File: src/rtl/if_stage_pkg.sv
// Shared pipeline definitions for the fetch stage and its IF/ID consumer.
package if_stage_pkg;

  localparam int unsigned XLEN    = 32;
  localparam int unsigned PC_W    = XLEN;
  localparam int unsigned INSTR_W = XLEN;

  localparam logic [PC_W-1:0]    RESET_PC_DEF  = 32'h0000_0000;
  localparam logic [INSTR_W-1:0] NOP_INSTR_DEF = 32'h0000_0000;

  typedef enum logic {
    FETCH = 1'b0,
    HOLD  = 1'b1
  } fetch_state_t;

  // IF/ID pipeline register payload
  typedef struct packed {
    logic [PC_W-1:0]    pcplus4;
    logic [INSTR_W-1:0] instr;
    logic               valid;
  } if_id_t;

  // Word fetched while decode was stalled, parked until the stall drops
  typedef struct packed {
    logic [PC_W-1:0]    pcplus4;
    logic [INSTR_W-1:0] instr;
  } skid_t;

  // Sequential PC increment, modulo 2^32
  function automatic logic [PC_W-1:0] pc_inc(input logic [PC_W-1:0] pc);
    return pc + PC_W'(4);
  endfunction

endpackage

File: src/rtl/if_id_reg.sv
// IF/ID pipeline register: clear wins over load, otherwise holds.
module if_id_reg
  import if_stage_pkg::*;
#(
  parameter logic [INSTR_W-1:0] NOP_INSTR = NOP_INSTR_DEF
) (
  input  logic   Clk,
  input  logic   Reset_n,
  input  logic   load,
  input  logic   clear,
  input  if_id_t d,
  output if_id_t q
);

  localparam if_id_t EMPTY = '{pcplus4: '0, instr: NOP_INSTR, valid: 1'b0};

  // Register update with flush (clear) taking priority over load
  always_ff @(posedge Clk or negedge Reset_n) begin
    if (!Reset_n) begin
      q <= EMPTY;
    end else if (clear) begin
      q <= EMPTY;
    end else if (load) begin
      q <= d;
    end
  end

endmodule

File: src/rtl/if_stage.sv
// Instruction-fetch stage: PC, fetch FSM with one-entry skid buffer, IF/ID drive.
module if_stage
  import if_stage_pkg::*;
#(
  parameter logic [PC_W-1:0]    RESET_PC  = RESET_PC_DEF,
  parameter logic [INSTR_W-1:0] NOP_INSTR = NOP_INSTR_DEF
) (
  input  logic               Clk,
  input  logic               Reset_n,
  input  logic               Stall,
  input  logic               BranchTaken,
  input  logic [PC_W-1:0]    BranchTarget,
  output logic               IMemReq,
  output logic [PC_W-1:0]    IMemAddr,
  input  logic               IMemReady,
  input  logic [INSTR_W-1:0] IMemData,
  output logic [PC_W-1:0]    PC,
  output logic [PC_W-1:0]    IF_ID_PCPlus4,
  output logic [INSTR_W-1:0] IF_ID_Instruction,
  output logic               IF_ID_Valid,
  output logic               FlushOut
);

  fetch_state_t    state, state_nxt;
  logic [PC_W-1:0] pc, pc_nxt;
  skid_t           skid, skid_nxt;
  logic            ifid_load, ifid_clear;
  if_id_t          ifid_d, ifid_q;
  logic [PC_W-1:0] pc_plus4;

  // Target is word-aligned by construction; low bits are dropped
  logic unused_tgt_lsb;
  assign unused_tgt_lsb = ^BranchTarget[1:0];

  assign pc_plus4 = pc_inc(pc);

  // State, PC and skid buffer registers
  always_ff @(posedge Clk or negedge Reset_n) begin
    if (!Reset_n) begin
      state <= FETCH;
      pc    <= RESET_PC;
      skid  <= '0;
    end else begin
      state <= state_nxt;
      pc    <= pc_nxt;
      skid  <= skid_nxt;
    end
  end

  // Next-state, PC, skid and IF/ID control; a taken branch overrides everything
  always_comb begin
    state_nxt  = state;
    pc_nxt     = pc;
    skid_nxt   = skid;
    ifid_load  = 1'b0;
    ifid_clear = 1'b0;
    ifid_d     = ifid_q;

    if (BranchTaken) begin
      pc_nxt     = {BranchTarget[PC_W-1:2], 2'b00};
      ifid_clear = 1'b1;
      skid_nxt   = '0;
      state_nxt  = FETCH;
    end else begin
      unique case (state)
        FETCH: begin
          if (IMemReady && !Stall) begin
            ifid_load = 1'b1;
            ifid_d    = '{pcplus4: pc_plus4, instr: IMemData, valid: 1'b1};
            pc_nxt    = pc_plus4;
          end else if (IMemReady && Stall) begin
            skid_nxt  = '{pcplus4: pc_plus4, instr: IMemData};
            pc_nxt    = pc_plus4;
            state_nxt = HOLD;
          end else if (!IMemReady && !Stall) begin
            // Bubble keeps the last PC+4 so decode sees a stable value
            ifid_load = 1'b1;
            ifid_d    = '{pcplus4: ifid_q.pcplus4, instr: NOP_INSTR, valid: 1'b0};
          end
        end
        HOLD: begin
          if (!Stall) begin
            ifid_load = 1'b1;
            ifid_d    = '{pcplus4: skid.pcplus4, instr: skid.instr, valid: 1'b1};
            state_nxt = FETCH;
          end
        end
        default: state_nxt = FETCH;
      endcase
    end
  end

  if_id_reg #(
    .NOP_INSTR (NOP_INSTR)
  ) u_if_id_reg (
    .Clk     (Clk),
    .Reset_n (Reset_n),
    .load    (ifid_load),
    .clear   (ifid_clear),
    .d       (ifid_d),
    .q       (ifid_q)
  );

  // Request and flush are combinational so the redirect lands on the same edge
  assign IMemReq           = (state == FETCH) & Reset_n;
  assign IMemAddr          = pc;
  assign FlushOut          = BranchTaken & Reset_n;
  assign PC                = pc;
  assign IF_ID_PCPlus4     = ifid_q.pcplus4;
  assign IF_ID_Instruction = ifid_q.instr;
  assign IF_ID_Valid       = ifid_q.valid;

endmodule

File: config.mk
export PLATFORM = sky130hd
export DESIGN_NAME = if_stage
export DESIGN_NICKNAME = d
export VERILOG_FILES = /design/src/rtl/if_stage_pkg.sv /design/src/rtl/if_id_reg.sv /design/src/rtl/if_stage.sv
export SDC_FILE = /design/constraint.sdc
export NUM_CORES = 1
export LEC_CHECK = 0
export CAP_MARGIN = 20
export CORE_MARGIN = 3
export CORE_UTILIZATION = 52
export DETAILED_ROUTE_END_ITERATION = 10
export PLACE_DENSITY = 0.81
export SYNTH_ARGS = -nofsm -noshare
export SYNTH_HDL_FRONTEND = slang
export SYNTH_HIERARCHICAL = 1
export SYNTH_SLANG_ARGS = --single-unit
File: constraint.sdc
create_clock -name Clk -period 3.1 [get_ports Clk]
set_input_delay 0.62 -clock Clk [delete_from_list [all_inputs] [get_ports Clk]]
set_output_delay 0.62 -clock Clk [all_outputs]
set_load 0.05 [all_outputs]
==> results of run 1 <==
-- layout make-up --
cell class / count / area [sq um] / area share, %
clock buffers: 18 / 429 / 3.70
clock inverters: 14 / 135 / 1.16
inverters: 7 / 28.8 / 0.248
multi-input cells: 764 / 4510 / 38.9
flip-flops and latches: 159 / 3980 / 34.3
well taps: 225 / 282 / 2.42
repair buffers: 229 / 2250 / 19.3
-- critical path: stages (launching register included) --
cell and delay (ps):
sky130_fd_sc_hd__dfrtp_1 540, sky130_fd_sc_hd__ha_1 370, sky130_fd_sc_hd__nand3_1 250, sky130_fd_sc_hd__or4_1 730, sky130_fd_sc_hd__o311ai_0 390, sky130_fd_sc_hd__nand3_1 120, sky130_fd_sc_hd__mux2i_1 150, sky130_fd_sc_hd__nor2_1 60
-- layout by cell type (no fill, tap or decap), types with 6 or more instances in the layout --
master and n:
sky130_fd_sc_hd__nor2_1 128, sky130_fd_sc_hd__o21ai_0 69, sky130_fd_sc_hd__nand3_1 51, sky130_fd_sc_hd__o31ai_1 15, sky130_fd_sc_hd__buf_4 35, sky130_fd_sc_hd__o311ai_0 6, sky130_fd_sc_hd__or4_1 30, sky130_fd_sc_hd__clkdlybuf4s50_1 189
sky130_fd_sc_hd__and4_1 9, sky130_fd_sc_hd__o22ai_1 29, sky130_fd_sc_hd__nand2_1 133, sky130_fd_sc_hd__nand4_1 23, sky130_fd_sc_hd__xnor2_1 19, sky130_fd_sc_hd__a31oi_1 13, sky130_fd_sc_hd__dfrtp_1 159, sky130_fd_sc_hd__clkbuf_16 17
sky130_fd_sc_hd__a22oi_1 27, sky130_fd_sc_hd__a21oi_1 34, sky130_fd_sc_hd__mux2i_1 68, sky130_fd_sc_hd__and2_1 6, sky130_fd_sc_hd__nor3_1 13, sky130_fd_sc_hd__o211ai_1 17, sky130_fd_sc_hd__nor4_1 12
-- stage by stage --
stage / setup slack, ps / hold WS [ps] / power, mW / std cells / area [sq um]
floorplan: 425 / 324 / 3.27 / 1064 / 9240
global placement: 296 / 452 / 3.69 / 1384 / 11000
detailed placement: 255 / 456 / 3.72 / 1384 / 11000
CTS: 395 / 290 / 5.74 / 1416 / 11600
global route: 185 / 312 / 5.94 / 1416 / 11600
finish: 362 / 280 / 5.72 / 1416 / 11600
-- where the power goes --
group / internal (mW) / switching, mW / leakage, nW
Clock: 1.12 / 0.916 / 0.263
Combinational: 0.465 / 0.848 / 2.37
Sequential: 2.20 / 0.173 / 2.09
Total: 3.78 / 1.94 / 4.72
-- cells by family after synthesis --
kind of cell / share of synthesized area [%]
simple gates: 22.8
compound gates: 16.0
flops: 43.1
buf+inv: 8.40
mux: 7.37
xor+xnor: 2.09
fa+ha+maj: 0.135
other cells: 0.0406
-- layer usage --
layer  part of all wire (%)  global-route usage [%]  vias to the layer above
li1                       -                       -                     4024
met1                     44                    37.4                     4178
met2                     48                    43.6                      298
met3                    5.8                    5.12                       38
met4                    2.2                    8.60                        0
met5                      0                       0                        -
-- worst paths after layout --
| kind | start | end | slack [ps] | depth (start not counted) |
|---|---|---|---|---|
| max in group asynchronous | Reset_n | state | 1690 | 3 |
| min in group Clk | skid[21] | skid[21] | 480 | 2 |
| max | IMemAddr[3] | u_if_id_reg/q[63] | 360 | 7 |
| max reg2reg | IMemAddr[3] | u_if_id_reg/q[63] | 360 | 7 |
| min reg2reg | skid[21] | skid[21] | 480 | 2 |
| min | Reset_n | IMemAddr[10] | 280 | 2 |
-- state kept, by name (all words and copies together) (netlist names) --
| name | count |
|---|---|
| state | 1 |
| skid | 63 |
| IMemAddr | 30 |
| u_if_id_reg/q | 65 |
==> metrics.sh, run 1 <==
RUN_STATUS='complete, no violations'
CTSHOLDBUFFERS=0
POST_DRT_WL_PER_CELL_UM=18.7
SYNTH_CELL_TYPE_COUNT=65
FP-ROW-COUNT=48
SYNTH.YOSYS.WARNINGS=6
GRT_SETUP_UNREPAIRED='no'
POWER.DENSITY_CELL_AREA_nW_PER_UM2=493
POST-ROUTE-MIN-PERIOD_PS=2740
LAYOUT-DRIVE-GT1-SHARE_PCT=6.88
FLOORPLAN.INITIALDENSITY_PCT=53.2
MAX_SLEW_MARGIN_PCT=38.0
SYNTH_FF_TYPE='sky130_fd_sc_hd__dfrtp_1'
POST-ROUTE-DRC-COUNT=0
YS_TOP_CELLS_BY_COUNT='sky130_fd_sc_hd__dfrtp_1 (159), sky130_fd_sc_hd__nand2_1 (133), sky130_fd_sc_hd__nor2_1 (128)'
CLKSINKCOUNT=159
SYNTH.LARGEST_AREA_CELL='sky130_fd_sc_hd__dfrtp_1'
FINAL_UTIL_PCT=66.9
POSTROUTEANTENNANETS=0
ROUTE.VIAS.TOTAL=8538
PLACE.GP.CONGESTION=0.939
PERIOD_SHARE_PCT=88.3
SYNTH.YOSYS.SEQ_AREA_SHARE_PCT=43.1
POSTSYNTHREGISTERBITS=159
GRT_MAX_DEGREE=81
CTS_ROOT_BUFFER='sky130_fd_sc_hd__clkbuf_16'
PORT_BUFFERS=193
DIE_WIDTH_UM=139
ARRIVAL_PS=3020
WL_UM=26500
FIRST_PASS_GRT_WIRE_LENGTH_UM=43300
HTREEDEPTH=4
WORST_IR_DROP_VDD_mV=0.406
CRITPATHMAXFANOUT=9
FILLER_INSTANCES=1397
TOTALNEGATIVESETUPSLACK_PS=0
SYNTH_ENABLE_FLOP_CELLS=0
CLK_TRANSITION_REPORTED_PATHS_PS=60
DRV_CAP=0
CELLLEAKAGEPOWER_nW=4.72
TIMING.FINAL.HOLD_VIOLATIONS=0
SETUP_VIOL=0
CTS_RESIZED=0
PLACEABLECOREAREA_SQ_UM=17400
POST-SYNTH-TOP-COUNT-CELL='sky130_fd_sc_hd__dfrtp_1'
YOSYS-TOP-CELLS-AREA='sky130_fd_sc_hd__dfrtp_1 (43%), sky130_fd_sc_hd__mux2i_1 (7.4%), sky130_fd_sc_hd__nand2_1 (5.4%), sky130_fd_sc_hd__nor2_1 (5.2%), sky130_fd_sc_hd__o21ai_0 (3.7%)'
CTS_MAX_PATH_BUFFERS=2
GLOBALROUTETOTALUTIL_PCT=27.1
FMAX_MHz=365
DRT_FIRST_ITER_VIOLATIONS=713
CLOCK_LATENCY_PS=430
FP.DIEH_UM=139
POST-CTS-SETUP-BUFFER-COUNT=0
FIN_SKEW_PS=13.2
TIGHTEST_SLEW_PS=930
ANTENNA-DIODE-COUNT=0
SETUP_CP_TYPE='reg -> reg'
PINS_OVER_THEIR_SLEW_LIMIT=0
TRITONCTS_CLOCK_TREE='built'
CRITPATHLAUNCHTYPE='register'
DIE_AREA_SQ_UM=19400
DP_HPWL_UM=17400
WORST_EP_REQUIRED_TIME_PS=3380
SYN-INSTANCE-COUNT=1061
DRT-VIAS-PER-INSTANCE=6.03
TIMING.CRITICAL_PATH.TO_TYPE='register'
HOLD_CLASS='in -> async'
GLOBALROUTEOVERFLOWTOTAL=0
POST_SYNTH_INSTANCE_AREA_SQ_UM=9230
NUMBER_OF_OPTIMIZATION_ITERATIONS_IN_THE_FIRST_DETAILED_ROUTE_PASS=6
SYNTHARSTFLOPSHARE_PCT=100
SYN_AVG_CELL_AREA_SQ_UM=8.70
PROPORTION_OF_NETLIST_AREA_HELD_BY_THE_LARGEST_AREA_CONTRIBUTOR_PCT=43.1
CTS-BUFFERS-INSERTED=17
ANTENNA_FOUND_INITIAL=0
FLOW.AREA_GROWTH_FROM_SYNTHESIS_PCT=25.7
DESIGN.PORTCOUNT=200
GRT_PASS1_VIAS=8298
FINISH.NET_COUNT=1248
(Power assumes the default switching activity.)
==> run 2: changes to the inputs <==
- CTS_CLUSTER_DIAMETER: unset -> 100
- PLACE_DENSITY: 0.81 -> 0.8
- SKIP_LAST_GASP: unset -> 1
==> run 2 against run 1 <==
  * Clock power rose by 5%
  * Non-clock buffer count fell by 5
  * Die area did not move
  * Final area barely moved
  * Count of clock-buffer cells in the layout did not move
  * Largest power group unchanged
==> metrics.sh, run 2 (synthesis results as in run 1) <==
FLOORPLAN.INITIALDENSITY_PCT=53.2  # unchanged
PERIOD_SHARE_PCT=86.4  # -1.9 points
COMB_POWER_SHARE_PCT=22.6  # -0.4 points
DRV_CAP=0  # unchanged
MET3ROUTEDLENGTH_UM=1930  # +25%
TIMING.CRITICAL_PATH.TO_TYPE='primary output'
FP.DIEH_UM=139  # unchanged
GLOBALROUTETOTALUTIL_PCT=27.4  # +0.23 points
DESIGN.PORTCOUNT=200  # unchanged
WORST_EP_REQUIRED_TIME_PS=2480  # -900 ps
PLACEABLECOREAREA_SQ_UM=17400  # unchanged
POST_DRT_WL_PER_CELL_UM=19.0  # +1.7%
POSTROUTEANTENNANETS=0  # unchanged
CRITPATHLAUNCHTYPE='register'
CTS_RESIZED=0  # unchanged
HTREEDEPTH=4  # unchanged
CTSHOLDBUFFERS=0  # unchanged
WORST-PATH-BUF-INV=1  # +1
DRT-VIAS-PER-INSTANCE=6.15  # +2.0%
CRITPATHMAXFANOUT=18  # +9
NUMBER_OF_OPTIMIZATION_ITERATIONS_IN_THE_FIRST_DETAILED_ROUTE_PASS=6  # unchanged
DIE_AREA_SQ_UM=19400  # unchanged
CTS_MAX_PATH_BUFFERS=2  # unchanged
MOST_COMMON_CELL_AFTER_LAYOUT_FILL_AND_TAPS_ASIDE='sky130_fd_sc_hd__clkdlybuf4s50_1'
FLOW.AREA_GROWTH_FROM_SYNTHESIS_PCT=25.8  # about the same
REGTOREGENDPOINT='u_if_id_reg/q[58]'
CLK_TRANSITION_REPORTED_PATHS_PS=70  # about the same
GRT_SETUP_UNREPAIRED='no'
STARTPOINT_OF_THE_WORST_SLACK_REG_TO_REG_TIMING_PATH='IMemAddr[7]'
POST-ROUTE-DRC-COUNT=0  # unchanged
ARRIVAL_PS=2060  # -960 ps
ANTENNA-DIODE-COUNT=0  # unchanged
SEQUENTIALPOWERSHARE_PCT=40.7  # -0.8 points
CPLARGESTDELAYFAMILY='buffers and inverters'
RUN_STATUS='complete, no violations'
CELLLEAKAGEPOWER_nW=4.73  # +0.19%
CLOCK_LATENCY_PS=430  # about the same
POST-CTS-SETUP-BUFFER-COUNT=0  # unchanged
PORT_BUFFERS=193  # unchanged
MOST_USED_CELLS_IN_THE_LAYOUT_EXCLUDING_FILL_AND_TAP_CELLS='sky130_fd_sc_hd__clkdlybuf4s50_1 (189), sky130_fd_sc_hd__dfrtp_1 (159), sky130_fd_sc_hd__nand2_1 (133)'
FIN_SKEW_PS=9.39  # -3.85 ps
GRT_PASS1_VIAS=8418  # +1.4%
FINAL_UTIL_PCT=66.9  # about the same
SW_FRAC_OF_TOTAL_PCT=33.3  # -0.56 points
CRITICAL_PATH_CELL_COUNT=1  # -6
HOLD_CLASS='in -> async'
P_SWITCHING_mW=1.94  # +0.22%
WL_UM=26800  # +1.3%
ROUTE.VIAS.TOTAL=8680  # +1.7%
FP-ROW-COUNT=48  # unchanged
GRT_MAX_DEGREE=124  # +53%
R2R_SLACK_PS=540  # +180 ps
FIRST_PASS_GRT_WIRE_LENGTH_UM=43600  # +0.76%
CTS-BUFFERS-INSERTED=17  # unchanged
FINISH.NET_COUNT=1243  # -0.40%
FMAX_MHz=373  # +2.2%
MAX_SLEW_MARGIN_PCT=44.1  # +6.1 points
TIGHTEST_SLEW_PS=837  # -93.2 ps
CLOCKPOWERSHARE_PCT=36.7  # +1.2 points
GLOBALROUTEOVERFLOWTOTAL=0  # unchanged
SETUP_CP_TYPE='reg -> out'
DETAILROUTE.WIRELENGTH.MET2_UM=13200  # +2.9%
POST-ROUTE-MIN-PERIOD_PS=2680  # -58.7 ps
TIMING.FINAL.HOLD_VIOLATIONS=0  # unchanged
SETUP.WORST_PATH.END='IMemAddr[22]'
CLKSINKCOUNT=159  # unchanged
LARGEST-REGISTER='u_if_id_reg/q'
LARGEST_REG_FLOPS=65  # unchanged
POWER.DENSITY_CELL_AREA_nW_PER_UM2=502  # +1.9%
HIGHEST-SIGNAL-LAYER='met4'
INTERNAL-POWER_mW=3.89  # +2.8%
SETUP_VIOL=0  # unchanged
WORST_PATH_LARGEST_CELL_DELAY_PS=920  # +190 ps
TOTALNEGATIVESETUPSLACK_PS=0  # unchanged
RR_WORST_DEPTH=6  # -1
DP_HPWL_UM=17500  # +0.16%
TRITONCTS_CLOCK_TREE='built'
ROUTEDLENGTHMET1_UM=11000  # -4.2%
ANTENNA_FOUND_INITIAL=0  # unchanged
WORST_IR_DROP_VDD_mV=0.402  # -1.1%
PATH_CELLS='clkdlybuf4s50_1'
DRT_FIRST_ITER_VIOLATIONS=702  # -1.5%
PLACE.GP.CONGESTION=0.911  # -3.0%
PINS_OVER_THEIR_SLEW_LIMIT=0  # unchanged
LAYOUT-DRIVE-GT1-SHARE_PCT=6.58  # -0.31 points
CP-STARTPOINT='IMemAddr[22]'
DIE_WIDTH_UM=139  # unchanged
CRIT_PATH_TOP_DELAY_CELL='sky130_fd_sc_hd__clkdlybuf4s50_1'
CTS_ROOT_BUFFER='sky130_fd_sc_hd__clkbuf_16'
run 2: cell types whose count changed in the layout (fill, tap and decap cells not counted), sizes merged:
cell	before	now
buf	40	35
inv	10	13
clkinv	6	4
clkinvlp	4	2
bufinv	1	2
run 2: stage by stage:
stage / std cells / instance area, sq um / setup WS, ps / hold slack (ps) / power, mW
2_1_floorplan: 1064 / 9240 / 425 / 324 / 3.27
3_3_place_gp: 1379 / 11000 / 403 / 452 / 3.69
3_5_place_dp: 1379 / 11000 / 334 / 461 / 3.72
4_1_cts: 1411 / 11600 / 412 / 298 / 5.84
5_1_grt: 1411 / 11600 / 367 / 310 / 6.03
6_report: 1411 / 11600 / 421 / 286 / 5.83
run 2: final cells by class:
type,instances,area (sq um)
fillers,1458,5740
multi-input cells,764,4510
flip-flops and latches,159,3980
repair buffers,224,2220
clock buffers,18,439
well taps,225,282
clock inverters,14,155
inverters,7,28.8
run 2: power by group through the flow:
stage / Combinational [mW] / Sequential [mW] / Clock [mW]
finish: 1.32 / 2.37 / 2.14
global route: 1.41 / 2.39 / 2.23
CTS: 1.32 / 2.37 / 2.15
detailed placement: 1.32 / 2.40 / 0
global placement: 1.30 / 2.39 / 0
floorplan: 0.723 / 2.54 / 0
run 2: worst min-delay path by stage:
stage | to | slack [ps] | from | cells past startpoint
global route | u_if_id_reg/q[40] | 310 | Reset_n | 2
floorplan | IMemAddr[10] | 320 | Reset_n | 0
finish | skid[1] | 290 | Reset_n | 2
detailed placement | skid[8] | 460 | skid[8] | 2
global placement | skid[29] | 450 | skid[29] | 2
CTS | skid[15] | 300 | Reset_n | 2
run 2: metal layers:
layer	vias to the layer above	GRT usage, %
met5	-	0
met4	0	10.0
met3	53	4.85
met2	403	45.2
met1	4212	36.3
li1	4012	-
